`src/rtl/mcc_feeder.sv`:
```
// mcc_feeder: sequences one MCC job. It loads x words, then b entries, holds the DAC
// enable, waits for the MCC y write-back, and then requests the y readout.
// Optional build macro MCC_FEEDER_BLKCNT_EN enables the completed-block counter on
// blk_cnt. When the macro is undefined, blk_cnt is tied to zero.
module mcc_feeder #(
  parameter int unsigned SETTLE_CYCLES = 4,
  parameter int unsigned DRAIN_CYCLES  = 35
) (
  input  logic        clk,
  input  logic        rstn,
  input  logic        start,
  input  logic [10:0] x_count,
  input  logic [10:0] y_count,
  input  logic        host_valid,
  output logic        host_ready,
  input  logic [7:0]  host_data,
  input  logic [4:0]  host_diag,
  input  logic [4:0]  host_offset,
  input  logic        host_last,
  output logic [7:0]  x_values_out,
  output logic        x_values_valid_out,
  output logic [7:0]  b_value_out,
  output logic [4:0]  b_diag_out,
  output logic [4:0]  b_offset_out,
  output logic        block_valid_out,
  output logic        new_diagonal_out,
  output logic        dac_en_out,
  output logic        y_value_request_out,
  output logic        busy,
  output logic        done,
  output logic        err,
  output logic [15:0] blk_cnt
);

  typedef enum logic [2:0] {
    StIdle   = 3'd0,
    StLoadX  = 3'd1,
    StLoadB  = 3'd2,
    StSettle = 3'd3,
    StDrain  = 3'd4,
    StReadY  = 3'd5
  } state_e;

  localparam logic [10:0] SettleLoad = 11'(SETTLE_CYCLES);
  localparam logic [10:0] DrainLoad  = 11'(DRAIN_CYCLES);

  state_e      state_q, state_d;
  // Shared phase counter. It is loaded with a length and finishes the phase at 1.
  logic [10:0] cnt_q, cnt_d;
  logic [10:0] y_cnt_q, y_cnt_d;
  logic        x_seen_q, x_seen_d;
  logic        first_b_q, first_b_d;
  logic [4:0]  prev_diag_q, prev_diag_d;

  logic [7:0]  x_data_q, x_data_d;
  logic        x_valid_q, x_valid_d;
  logic [7:0]  b_value_q, b_value_d;
  logic [4:0]  b_diag_q, b_diag_d;
  logic [4:0]  b_offset_q, b_offset_d;
  logic        blk_valid_q, blk_valid_d;
  logic        new_diag_q, new_diag_d;
  logic        done_q, done_d;
  logic        err_q, err_d;

  logic        xfer;

  // Handshake and phase strobes decode straight from the state.
  always_comb begin
    host_ready          = (state_q == StLoadX) || (state_q == StLoadB);
    dac_en_out          = (state_q == StSettle);
    y_value_request_out = (state_q == StReadY);
    busy                = (state_q != StIdle);
    xfer                = host_valid && host_ready;
  end

  // Next-state logic and the registered stream outputs. The data outputs stay at zero
  // when there is no transfer.
  always_comb begin
    state_d     = state_q;
    cnt_d       = cnt_q;
    y_cnt_d     = y_cnt_q;
    x_seen_d    = x_seen_q;
    first_b_d   = first_b_q;
    prev_diag_d = prev_diag_q;
    x_data_d    = '0;
    x_valid_d   = 1'b0;
    b_value_d   = '0;
    b_diag_d    = '0;
    b_offset_d  = '0;
    blk_valid_d = 1'b0;
    new_diag_d  = 1'b0;
    done_d      = 1'b0;
    err_d       = 1'b0;

    unique case (state_q)
      StIdle: begin
        if (start) begin
          y_cnt_d   = y_count;
          x_seen_d  = 1'b0;
          first_b_d = 1'b1;
          if (x_count != 11'd0) begin
            state_d = StLoadX;
            cnt_d   = x_count;
          end else begin
            state_d = StLoadB;
          end
        end
      end

      StLoadX: begin
        if (xfer) begin
          x_data_d  = host_data;
          x_valid_d = 1'b1;
          x_seen_d  = 1'b1;
          if (cnt_q == 11'd1) begin
            state_d = StLoadB;
          end else begin
            cnt_d = cnt_q - 11'd1;
          end
        end else if (x_seen_q) begin
          // The MCC needs the x burst without gaps, so a gap aborts the job.
          err_d   = 1'b1;
          state_d = StIdle;
        end
      end

      StLoadB: begin
        if (xfer) begin
          b_value_d   = host_data;
          b_diag_d    = host_diag;
          b_offset_d  = host_offset;
          blk_valid_d = 1'b1;
          new_diag_d  = first_b_q || (host_diag != prev_diag_q);
          prev_diag_d = host_diag;
          first_b_d   = 1'b0;
          if (host_last) begin
            state_d = StSettle;
            cnt_d   = SettleLoad;
          end
        end
      end

      StSettle: begin
        if (cnt_q == 11'd1) begin
          state_d = StDrain;
          cnt_d   = DrainLoad;
        end else begin
          cnt_d = cnt_q - 11'd1;
        end
      end

      StDrain: begin
        if (cnt_q == 11'd1) begin
          if (y_cnt_q != 11'd0) begin
            state_d = StReadY;
            cnt_d   = y_cnt_q;
          end else begin
            state_d = StIdle;
            done_d  = 1'b1;
          end
        end else begin
          cnt_d = cnt_q - 11'd1;
        end
      end

      StReadY: begin
        if (cnt_q == 11'd1) begin
          state_d = StIdle;
          done_d  = 1'b1;
        end else begin
          cnt_d = cnt_q - 11'd1;
        end
      end

      default: state_d = StIdle;
    endcase
  end

  // State and output registers. Reset clears them asynchronously and aborts a job silently.
  always_ff @(posedge clk or negedge rstn) begin
    if (!rstn) begin
      state_q     <= StIdle;
      cnt_q       <= '0;
      y_cnt_q     <= '0;
      x_seen_q    <= 1'b0;
      first_b_q   <= 1'b0;
      prev_diag_q <= '0;
      x_data_q    <= '0;
      x_valid_q   <= 1'b0;
      b_value_q   <= '0;
      b_diag_q    <= '0;
      b_offset_q  <= '0;
      blk_valid_q <= 1'b0;
      new_diag_q  <= 1'b0;
      done_q      <= 1'b0;
      err_q       <= 1'b0;
    end else begin
      state_q     <= state_d;
      cnt_q       <= cnt_d;
      y_cnt_q     <= y_cnt_d;
      x_seen_q    <= x_seen_d;
      first_b_q   <= first_b_d;
      prev_diag_q <= prev_diag_d;
      x_data_q    <= x_data_d;
      x_valid_q   <= x_valid_d;
      b_value_q   <= b_value_d;
      b_diag_q    <= b_diag_d;
      b_offset_q  <= b_offset_d;
      blk_valid_q <= blk_valid_d;
      new_diag_q  <= new_diag_d;
      done_q      <= done_d;
      err_q       <= err_d;
    end
  end

  assign x_values_out       = x_data_q;
  assign x_values_valid_out = x_valid_q;
  assign b_value_out        = b_value_q;
  assign b_diag_out         = b_diag_q;
  assign b_offset_out       = b_offset_q;
  assign block_valid_out    = blk_valid_q;
  assign new_diagonal_out   = new_diag_q;
  assign done               = done_q;
  assign err                = err_q;

`ifdef MCC_FEEDER_BLKCNT_EN
  logic [15:0] blk_cnt_q;

  // Completed-block counter. It advances on the edge that raises done, wraps at 0xFFFF,
  // and is cleared only by reset.
  always_ff @(posedge clk or negedge rstn) begin
    if (!rstn) begin
      blk_cnt_q <= '0;
    end else if (done_d) begin
      blk_cnt_q <= blk_cnt_q + 16'd1;
    end
  end

  assign blk_cnt = blk_cnt_q;
`else
  assign blk_cnt = '0;
`endif

endmodule

```
`config.mk`:
```
export PLATFORM = sky130hd
export DESIGN_NAME = mcc_feeder
export DESIGN_NICKNAME = d
export VERILOG_FILES = /design/src/rtl/mcc_feeder.sv
export SDC_FILE = /design/constraint.sdc
export NUM_CORES = 1
export LEC_CHECK = 0
export ABC_AREA = 1
export BUFFER_PORTS_ARGS = -buffer_cell sky130_fd_sc_hd__buf_4
export CORE_MARGIN = 5
export CORE_UTILIZATION = 30
export CTS_CLUSTER_DIAMETER = 150
export DETAILED_ROUTE_END_ITERATION = 10
export MAX_ROUTING_LAYER = met4
export PLACE_DENSITY = 0.64
export SYNTH_ARGS = -nofsm -noshare
export SYNTH_HDL_FRONTEND = slang
export SYNTH_SLANG_ARGS = --single-unit
```
`constraint.sdc`:
```
create_clock -name clk -period 1.7 [get_ports clk]
set_clock_uncertainty 0.05 [all_clocks]
set_input_delay 0.255 -clock clk [delete_from_list [all_inputs] [get_ports clk]]
set_output_delay 0.255 -clock clk [all_outputs]
set_load 0.1 [all_outputs]
```
# [Yosys cells after proc, flatten, opt, wreduce, memory -nomap -nowiden]
# Cells that the tools add are included.
[totals] inputBits=45 out_inout_bits=51 regBits=63
[classes] muxes=47 n_addsub=1 reduce_logical=16 n_eq_ne=18
[ops] cell="two-way mux 11 bit" count=9
[ops] cell="case mux 11 bit (6 select lines)" count=1
[ops] cell="two-way mux 3 bit" count=10
[ops] cell="two-way mux 8 bit" count=3
[ops] cell="nonzero test 11 bit" count=2
[ops] cell="two-way mux 5 bit" count=4
[ops] cell="case mux 3 bit (6 select lines)" count=1
[ops] cell="two-way mux 1 bit" count=15
[ops] cell="!= test 2 bit (second input constant)" count=6
[ops] cell="== test 11 x 1 -> 1 bit (second input constant)" count=1
[ops] cell="subtractor 11 x 1 -> 11 bit (second input constant)" count=1
[ops] cell="AND reduction 8 bit" count=1
[ops] cell="AND reduction 7 bit" count=1
[ops] cell="== test 3 x 2 -> 1 bit (second input constant)" count=2
[ops] cell="== test 3 bit (second input constant)" count=2
[ops] cell="!= test 3 bit (second input constant)" count=2
[ops] cell="case mux 1 bit (2 select lines)" count=3
[ops] cell="AND reduction 3 bit" count=2
[ops] cell="nonzero test 6 bit" count=1
[ops] cell="!= test 5 bit" count=1
[ops] cell="!= test 2 x 1 -> 1 bit (second input constant)" count=2
[ops] cell="AND reduction 2 bit" count=2
[ops] cell="nonzero test 2 bit" count=2
[ops] cell="== test 3 x 1 -> 1 bit (second input constant)" count=1
[ops] cell="other kinds (6)" count=7

# [Longest topological paths before layout]
[logic_depth] depth_word=5 mapped_depth=13

# [Least setup slack after synthesis]
# Ideal clock, no wire load.
[synth_path] path_type="reg2out" from="reg state_q[1]" to="out host_ready" stages_incl_launch_ff=4 arrival_time_ns=2.683 slack_ns=-1.288 path_buffers=0 path_cell_list="dfrtp_1 > inv_1 > nand2_1 > o21ai_0"
[synth_via] elab_chain_len=2
[synth_lines] item="from (decl)" line_no="47" rtl="state_e state_q, state_d;"
[synth_lines] item="from (signal assigned)" line_no="182" rtl="state_q <= StIdle;"
[synth_lines] item="from (signal assigned)" line_no="198" rtl="state_q <= state_d;"
[synth_lines] item="== test 3 x 1 -> 1 bit / == test 3 x 2 -> 1 bit (equally long branches)" line_no="69" rtl="host_ready = (state_q == StLoadX) || (state_q == StLoadB);"
[synth_lines] item="logical OR 1 bit *" line_no="69"
[synth_lines] item="to (decl)" line_no="15" rtl="output logic host_ready,"
# Every way passes the cells marked *; elsewhere a longest branch is shown, timed or not.

# [Worst setup path after layout]
[layout_path] from="reg state_q[0]" to="out busy"
[layout_via] elab_chain_len=1
[layout_lines] item="nonzero test 3 bit" line_no="72" rtl="busy = (state_q != StIdle);"
[layout_lines] item="to (decl)" line_no="29" rtl="output logic busy,"
# Every way passes these cells.

==> results.py <==
metrics = {
    "sta": {
        "finalMaxSlewViolations": 0,
        "rsz0062_at_grt": "yes",
        "fin_ws_ns": -0.0601,
        "fin_crit_sh_pct": 104,
        "hold_ws_ns": 0.0637,
        "period_minus_slack_ns": 1.76,
        "hold_violations": 0,
        "setup_violations": 7,
        "fmax_mhz": 568,
    },
    "route": {
        "totalWireLength_mm": 9.40,
        "dr_total_vias": 3204,
        "antenna_left": 0,
        "post_drt_via_cell_ratio": 4.44,
        "wl_per_cell_um": 13.0,
        "drt_iter0_drc": 119,
        "post-route-drc-count": 0,
        "firstDrtPassIters": 4,
    },
    "critical_path": {
        "path_max_fanout": 4,
        "critPathLaunch": "state_q[0]",
        "cp.arrival_ns": 1.46,
        "rrSetupSlack_ns": -0.02,
        "reg2reg_from": "state_q[1]",
        "r2r_end": "cnt_q[10]",
        "endpoint_kind": "output port",
        "worstSetupPathType": "register to output port",
        "r2r_cells": 8,
        "cp-endpoint": "busy",
        "cp_data_required_time_ns": 1.39,
        "worstSetupStartpointType": "register",
    },
    "run": {
        "cap_viol_max_count": 0,
    },
    "place": {
        "place.detailed.hpwl_mm": 6.87,
        "gp_congestion": 0.909,
        "portBuffers": 79,
        "numPlacedInstances": 683,
    },
    "synthesis": {
        "yosys.area_share.simple_pct": 30.9,
        "yosys_warnings": 0,
        "async_flop_share_pct": 100,
        "synth-edff-count": 0,
        "ys.flop_type": "dfrtp_1",
        "ys_seq_area_share_pct": 48.5,
        "muxShareOfSynthArea_pct": 0,
        "synth_xor_area_share_pct": 1.08,
        "synth_adder_area_share_pct": 0.770,
        "synth_common_cells": "nand2_1 (137), dfrtp_1 (63), nor2_1 (57)",
        "synth_area_um2": 3250,
        "yosys.area.top_type": "dfrtp_1",
        "ys_seq_elements": 63,
        "synth_most_common_cell": "nand2_1",
        "synth_compound_area_share_pct": 6.55,
        "synth_top_area_share_pct": 48.5,
        "synth_top_family_by_area": "simple AND/OR/NAND/NOR gates",
        "ys_types": 30,
        "synth.avg_cell_area_um2": 7.44,
        "netlist_instances": 437,
        "synthTopCellsByArea": "dfrtp_1 (49%), nand2_1 (16%), nor2_1 (6.6%)",
    },
    "floorplan": {
        "ios": 96,
        "dieArea_um2": 13000,
        "initial_core_util_pct": 30.2,
        "core_area_um2": 10700,
        "rows": 38,
        "fp.dieH_um": 114,
        "die_w_um": 114,
    },
    "global_route": {
        "overflow": 0,
        "grt_max_degree": 31,
        "grt_pass1_wl_mm": 15.0,
        "grt_use_total_pct": 14.8,
        "grt_pass1_vias": 3215,
        "antenna_found_initial": 0,
    },
    "min_path": {
        "min_path_cells": 3,
        "min_from": "y_count[1]",
        "min_path_type": "input pin to register",
    },
    "final_layout": {
        "syn2layout_area_growth_pct": 52.0,
        "final_nets": 624,
        "final_layout_size_suffix_gt1_share_pct": 36.6,
        "diodes": 0,
        "fin_cells": 722,
    },
    "clock_network": {
        "clk_pin_slew_ns": 0.06,
        "clockBufferDepth": 2,
        "numCtsBuffers": 9,
        "cts_tree": "done",
        "htreeDepth": 3,
        "root_buffer": "clkbuf_8",
        "cts_sinks": 63,
        "clock_latency_ns": 0.34,
    },
    "power": {
        "ir_drop_mv": 0.982,
        "power_leakage_nw": 2.69,
        "power_density_nw_per_um2": 1940,
    },
    "status": {
        "failed_checks": "setup timing",
        "run_status": "complete, but fails checks",
    },
}
==> where the power goes <==
part           leakage, nW  switching [W]  internal, W
Clock                0.110       0.000588     0.000866
Sequential           0.817       0.000380      0.00198
Combinational         1.77        0.00362      0.00217
==> worst min-delay path by stage <==
stage / endpoint / slack (ns)
5_1_grt: y_cnt_q[2] / 0.06
3_3_place_gp: b_offset_out[2] / 0.08
2_1_floorplan: b_diag_out[0] / -0.09
3_5_place_dp: b_value_out[7] / 0.08
4_1_cts: y_cnt_q[6] / 0.05
6_report: y_cnt_q[1] / 0.06
==> placed cells by master (no fill, tap or decap), types with 2 or more instances in the layout <==
| cell | instances |
|---|---|
| a21oi_1 | 4 |
| buf_12 | 9 |
| buf_4 | 124 |
| buf_6 | 5 |
| bufinv_16 | 2 |
| clkbuf_8 | 10 |
| clkinv_2 | 2 |
| clkinv_4 | 3 |
| clkinvlp_4 | 2 |
| conb_1 | 16 |
| dfrtp_1 | 59 |
| dfrtp_2 | 4 |
| ha_4 | 2 |
| inv_1 | 44 |
| inv_2 | 6 |
| inv_4 | 5 |
| nand2_1 | 127 |
| nand2_2 | 8 |
| nand2_4 | 2 |
| nand3_1 | 28 |
| nand3_2 | 3 |
| nand4_1 | 2 |
| nor2_1 | 50 |
| nor2_2 | 5 |
| nor2_4 | 9 |
| nor3_1 | 3 |
| o21ai_0 | 11 |
| o21ai_1 | 10 |
| o21ai_2 | 4 |
| o22ai_1 | 2 |
| or2_0 | 2 |
| or2_2 | 2 |
| or2_4 | 2 |
| xor2_1 | 3 |
==> stage by stage <==
stage / worst slack, ns / TNS (ns) / total power, W / util [%] / area, µm²
floorplan: -0.241 / -2.74 / 0.00566 / - / 3350
global placement: -0.0392 / -0.336 / 0.00706 / 39.8 / 4270
detailed placement: -0.0872 / -0.827 / 0.00713 / 39.8 / 4270
CTS: -0.0497 / -0.0580 / 0.00903 / 43.7 / 4690
global route: -0.0988 / -1.09 / 0.0103 / 46.0 / 4940
finish: -0.0601 / -0.136 / 0.00960 / 46.0 / 4940
==> sequential cells by signal (all words and copies together), names as in the netlist, 3 cells and up <==
| signal | count |
|---|---|
| prev_diag_q | 5 |
| b_value_out | 8 |
| state_q | 3 |
| y_cnt_q | 11 |
| x_values_out | 8 |
| b_offset_out | 5 |
| b_diag_out | 5 |
| cnt_q | 11 |
==> metal layers <==
| metal | vias to the layer above | track usage [%] | wire (µm) |
|---|---|---|---|
| met4 | 0 | 6.10 | 236 |
| met1 | 1497 | 18.8 | 4010 |
| met5 | - | - | 0 |
| li1 | 1587 | - | - |
| met2 | 99 | 23.6 | 4730 |
| met3 | 21 | 2.38 | 423 |
==> critical path: stages, from the launching register on <==
cell,delay (ns)
dfrtp_2,0.46
nor2_4,0.16
inv_4,0.06
nor2_4,0.11
clkinvlp_4,0.14
buf_12,0.18
==> cell families after synthesis <==
logic type,count (synthesis)
simple gates,245
buf+inv,85
flops,63
fa+ha+maj,2
other cells,1
compound gates,37
xor+xnor,4
==> final cells by class <==
type | count | area (µm²)
fillers | 1063 | 5810
flip-flops and latches | 63 | 1580
multi-input cells | 304 | 1510
repair buffers | 140 | 1200
inverters | 57 | 238
well taps | 140 | 175
clock buffers | 11 | 141
clock inverters | 5 | 81.3
repair inverters | 2 | 11.3
==> what timing repair did <==
action	CTS	global route
setup buffers	10	10
pin swaps	7	8
setup endpoints to repair	15	42
resized for setup	36	47
cloned	0	4
hold endpoints to repair	44	0
hold buffers	1	0
No activity file was read; power rests on OpenSTA's default activity.
